===== config.mk =====
export PLATFORM = sky130hd
export DESIGN_NAME = cordic_hyp_iter
export DESIGN_NICKNAME = d
export VERILOG_FILES = /design/src/rtl/cordic_hyp_iter_pkg.sv /design/src/rtl/atanh_rom.sv /design/src/rtl/cordic_hyp_iter.sv
export SDC_FILE = /design/constraint.sdc
export NUM_CORES = 1
export LEC_CHECK = 0
export CELL_PAD_IN_SITES_DETAIL_PLACEMENT = 1
export CELL_PAD_IN_SITES_GLOBAL_PLACEMENT = 1
export CORE_MARGIN = 10
export CORE_UTILIZATION = 47
export DETAILED_ROUTE_END_ITERATION = 8
export GPL_TIMING_DRIVEN = 0
export HOLD_SLACK_MARGIN = 0.15
export PLACE_DENSITY_LB_ADDON = 0.1
export SLEW_MARGIN = 20
export SYNTH_ARGS = -nofsm -noshare
export SYNTH_HDL_FRONTEND = slang
export SYNTH_SLANG_ARGS = --single-unit

===== constraint.sdc =====
create_clock -name clk -period 16.8 [get_ports clk]
set_input_delay 1.68 -clock clk [delete_from_list [all_inputs] [get_ports clk]]
set_output_delay 1.68 -clock clk [all_outputs]
set_load 0.005 [all_outputs]

===== src/rtl/cordic_hyp_iter_pkg.sv =====
// Shared constants, FSM state type and helpers for the hyperbolic CORDIC iteration core.
package cordic_hyp_iter_pkg;

    localparam int unsigned IDWIDTH     = 32;
    localparam int unsigned I_FRA_WIDTH = 28;

    // Shift indices executed twice so the hyperbolic sequence converges.
    localparam int unsigned NREP              = 2;
    localparam int unsigned REP_IDX [NREP]    = '{4, 13};

    typedef enum logic [1:0] {
        StIdle,
        StIter,
        StDone
    } state_e;

    function automatic int unsigned num_steps(input int unsigned n_iter);
        int unsigned n;
        n = n_iter;
        for (int k = 0; k < NREP; k++) begin
            if (REP_IDX[k] <= n_iter) n++;
        end
        return n;
    endfunction

    // atanh(2^-i) * 2^fra, rounded; Taylor series accumulated in Q60 (fra must be < 60).
    function automatic logic [63:0] atanh_fixed(input int unsigned i, input int unsigned fra);
        logic [63:0] acc;
        int unsigned e;
        acc = '0;
        for (int k = 0; k < 30; k++) begin
            e = i * (2 * k + 1);
            if (e <= 60) acc = acc + ((64'd1 << (60 - e)) / 64'(2 * k + 1));
        end
        return (acc + (64'd1 << (59 - fra))) >> (60 - fra);
    endfunction

endpackage


===== src/rtl/atanh_rom.sv =====
// Combinational table of atanh(2^-i) constants, indexed by the current shift index.
module atanh_rom
    import cordic_hyp_iter_pkg::*;
#(
    parameter int unsigned DWIDTH    = IDWIDTH,
    parameter int unsigned FRA_WIDTH = I_FRA_WIDTH,
    parameter int unsigned N_ITER    = 16,
    parameter int unsigned IW        = $clog2(DWIDTH)
) (
    input  logic [IW-1:0]     idx_i,
    output logic [DWIDTH-1:0] atanh_o
);

    logic [DWIDTH-1:0] rom [2**IW];

    for (genvar g = 0; g < 2**IW; g++) begin : g_rom
        if (g >= 1 && g <= N_ITER) begin : g_ent
            assign rom[g] = DWIDTH'(atanh_fixed(g, FRA_WIDTH));
        end else begin : g_zero
            assign rom[g] = '0;
        end
    end

    assign atanh_o = rom[idx_i];

endmodule


===== src/rtl/cordic_hyp_iter.sv =====
// Iterative hyperbolic CORDIC rotation: one micro-rotation per cycle, valid/ready handshake.
module cordic_hyp_iter
    import cordic_hyp_iter_pkg::*;
#(
    parameter int unsigned DWIDTH    = IDWIDTH,
    parameter int unsigned FRA_WIDTH = I_FRA_WIDTH,
    parameter int unsigned N_ITER    = 16
) (
    input  logic                     clk,
    input  logic                     rst,
    input  logic                     in_valid,
    output logic                     in_ready,
    input  logic signed [DWIDTH-1:0] Xin,
    input  logic signed [DWIDTH-1:0] Yin,
    input  logic signed [DWIDTH-1:0] Zin,
    output logic                     out_valid,
    input  logic                     out_ready,
    output logic signed [DWIDTH-1:0] Xout,
    output logic signed [DWIDTH-1:0] Yout,
    output logic signed [DWIDTH-1:0] Zout,
    output logic                     busy
);

    localparam int unsigned NSTEP = num_steps(N_ITER);
    localparam int unsigned SW    = $clog2(NSTEP);
    localparam int unsigned IW    = $clog2(DWIDTH);

    state_e                   state_q, state_d;
    logic [SW-1:0]            step_q, step_d;
    logic [IW-1:0]            idx_q, idx_d;
    logic                     rep_q, rep_d;
    logic signed [DWIDTH-1:0] x_q, x_d, y_q, y_d, z_q, z_d;
    logic signed [DWIDTH-1:0] atanh_val, xs, ys;
    logic                     rep_hit, last_step;

    atanh_rom #(
        .DWIDTH    (DWIDTH),
        .FRA_WIDTH (FRA_WIDTH),
        .N_ITER    (N_ITER),
        .IW        (IW)
    ) u_rom (
        .idx_i   (idx_q),
        .atanh_o (atanh_val)
    );

    always_comb begin
        state_d   = state_q;
        step_d    = step_q;
        idx_d     = idx_q;
        rep_d     = rep_q;
        x_d       = x_q;
        y_d       = y_q;
        z_d       = z_q;
        xs        = x_q >>> idx_q;
        ys        = y_q >>> idx_q;
        last_step = (step_q == SW'(NSTEP - 1));
        rep_hit   = 1'b0;
        for (int k = 0; k < NREP; k++) begin
            if (32'(idx_q) == REP_IDX[k]) rep_hit = 1'b1;
        end

        unique case (state_q)
            StIdle: begin
                if (in_valid) begin
                    x_d     = Xin;
                    y_d     = Yin;
                    z_d     = Zin;
                    step_d  = '0;
                    idx_d   = IW'(1);
                    rep_d   = 1'b0;
                    state_d = StIter;
                end
            end
            StIter: begin
                if (z_q[DWIDTH-1]) begin
                    x_d = x_q - ys;
                    y_d = y_q - xs;
                    z_d = z_q + atanh_val;
                end else begin
                    x_d = x_q + ys;
                    y_d = y_q + xs;
                    z_d = z_q - atanh_val;
                end
                // A repeat index is issued twice before the index advances.
                if (rep_hit && !rep_q) begin
                    rep_d = 1'b1;
                end else begin
                    idx_d = idx_q + 1'b1;
                    rep_d = 1'b0;
                end
                if (last_step) begin
                    state_d = StDone;
                end else begin
                    step_d = step_q + 1'b1;
                end
            end
            StDone: begin
                if (out_ready) state_d = StIdle;
            end
            default: state_d = StIdle;
        endcase
    end

    always_ff @(posedge clk or posedge rst) begin
        if (rst) begin
            state_q <= StIdle;
            step_q  <= '0;
            idx_q   <= '0;
            rep_q   <= 1'b0;
            x_q     <= '0;
            y_q     <= '0;
            z_q     <= '0;
        end else begin
            state_q <= state_d;
            step_q  <= step_d;
            idx_q   <= idx_d;
            rep_q   <= rep_d;
            x_q     <= x_d;
            y_q     <= y_d;
            z_q     <= z_d;
        end
    end

    assign in_ready  = (state_q == StIdle);
    assign out_valid = (state_q == StDone);
    assign busy      = (state_q == StIter);
    assign Xout      = x_q;
    assign Yout      = y_q;
    assign Zout      = z_q;

endmodule

==> metrics.csv <==
metric,value,unit
period_needed,8220,ps
coreArea,34600,um2
nets,2481,
path_buf_inv,3,
dieArea,43100,um2
synth_enable_flop_cells,0,
yosysTopAreaCellShare,16.5,%
post-route-period-util,48.9,%
yosysWarnings,0,
post-cts-setup-buffers,0,
tritoncts,done,
crit_end,Xout[31],
r2r_start,idx_q[0],
clk_pin_slew,100,ps
area_growth_syn_to_layout,17.6,%
drc_errors,0,
tns,0,ps
port_buffers,197,
critical_path.slowest_cell,a211oi_1,
grt_overflow_total,0,
hpwlAfterDp,74100,um
avgViaCountPerCell,7.47,
synth_cell_type_count,86,
required,17060,ps
timing.reg2reg.setup_slack,8580,ps
first_iter_violations,2699,
synth_cells,2055,
clock_latency,430,ps
async_reset_ff_share,100,%
finalHoldViolCount,0,
netlist_area,16500,um2
syn_avg_cell_area,8.05,um2
numCtsBuffers,9,
ant_nets,0,
rsz0062_at_grt,false,
core.rowCount,68,
drv_cap,0,
crit_chain,buf_4 -> buf_2 -> buf_2 -> nor3b_1 -> o21ai_0 -> a31oi_1 -> a211oi_1 -> nand4_1 -> nor4_2 -> a31oi_1 -> xor2_1 -> ha_1 -> nand3_1 -> or3_1 -> a211oi_1 -> o21ai_0 -> a31oi_1 -> a211oi_1 -> a21oi_1 -> xnor2_1 -> o221ai_1,
fillCellCount,4212,
slew_violations,0,
drive_gt1_share,8.90,%
maxSlewHeadroom,15.4,%
end_kind,register,
hold_path.class,reg -> reg,
grt_max_degree,71,
seq_area,2730,um2
io-pin-count,199,
htree_num_levels,3,
worstMarginPinSlew,1270,ps
multi_input_area,13000,um2
finClkSkew,19.3,ps
cp_top_family,compound AO/OA/AOI/OAI gates,
synth.top_cells.by_area,"dfrtp_1, ha_1, mux4_2, a21oi_1, xor2_1",
setup_viol,0,
cts_root_buf,clkbuf_16,
timing.fmax,122,MHz
hold_buffers,0,
status,completed,
antenna_found_initial,5,
crit_path_start_kind,register,
worstSetupPathDepth,21,
initial_core_util,47.8,%
clkSinkCount,109,
synth_top_cell_by_area,dfrtp_1,
first_pass_iters,6,
die_w,208,um
max_stage_delay,1050,ps
die_h,208,um
synth_nets,2271,
gp_congestion,1.19,
routed_wl,97400,um
synth_seq_cells,109,
yosysMostFrequentCell,a21oi_1,
critPathKind,reg -> reg,
wire_per_inst,35.6,um
yosys_most_used_dff,dfrtp_1,
r2r_cells,21,
grt_pass1_vias,20900,
track_usage,43.1,%
worst_ep_arrival_time,8480,ps
clk_path_buf_depth,2,
critPathLaunch,idx_q[0],
r2r-end,Xout[31],
vias,20400,
synth-seq-area-share,16.5,%
cp_max_fo,10,
grt_pass1_wl,140000,um
cts_resized,0,
yosys-top-cells-count,"a21oi_1, nand2_1, nor2_1, o21ai_0, ha_1",
-- cell families after synthesis --
logic type	after synthesis	synth area share, %
compound gates	730	28.7
xor+xnor	159	8.42
fa+ha+maj	116	8.91
buf+inv	186	5.17
flops	109	16.5
mux	171	15.5
simple gates	584	16.8
-- tightest hold or removal path, delay by kind of cell, from the launching register on --
kind,cells,cell delay (ps)
and+or+nand+nor,2,120
DFF,1,360
-- routing by layer --
| layer | wire, um | track usage, % | vias up |
|---|---|---|---|
| li1 | - | - | 8223 |
| met1 | 35200 | 49.8 | 10000 |
| met2 | 42000 | 65.3 | 1647 |
| met3 | 12200 | 16.5 | 534 |
| met4 | 7900 | 28.5 | 2 |
| met5 | 47 | 0 | - |
-- area by class of cell --
cell class | instances | area share (%)
antenna | 11 | 0.141
timing repair buffer | 199 | 10.3
clock buffer | 9 | 1.16
clock inverter | 7 | 0.328
buffer | 137 | 3.49
tap | 455 | 2.93
sequential | 109 | 14.0
inverter | 49 | 0.971
multi-input combinational | 1760 | 66.6
-- worst min path at each step --
stage | from | end | slack [ps] | depth (start not counted)
final | rep_q | rep_q | 520 | 2
after global routing | rep_q | rep_q | 580 | 2
after CTS | rep_q | rep_q | 510 | 2
after detailed placement | rep_q | rep_q | 490 | 2
after global placement | rep_q | rep_q | 490 | 2
after floorplan | rep_q | rep_q | 470 | 2
-- cells in the final DEF, fill, tap and decap left out, types with 70 or more instances in the layout --
master | synthesis | final
a21oi_1 | 204 | 204
clkdlybuf4s50_1 | 0 | 197
nand2_1 | 194 | 194
nor2_1 | 161 | 161
o21ai_0 | 126 | 126
ha_1 | 113 | 113
dfrtp_1 | 109 | 109
xor2_1 | 89 | 89
clkbuf_1 | 85 | 79
o22ai_1 | 71 | 71
xnor2_1 | 70 | 70
-- through the flow --
stage / std cells / util [%] / hold WS (ps) / worst slack (ps) / area (um2)
finish: 2736 / 56.2 / 517 / 8580 / 19500
global route: 2725 / 56.1 / 579 / 8510 / 19400
CTS: 2724 / 56.1 / 513 / 9040 / 19400
detailed placement: 2708 / 55.2 / 491 / 9130 / 19100
global placement: 2707 / 55.1 / 486 / 9540 / 19100
floorplan: 2055 / - / 467 / 11310 / 16500
-- sequential cells by signal (all words and copies together), names as in the netlist --
name / cells
Xout: 32
state_q: 2
rep_q: 1
idx_q: 5
Zout: 32
Yout: 32
step_q: 5
Power is not shown: default switching activity piles up to over one toggle a cycle in this logic, so the estimate is an artifact.
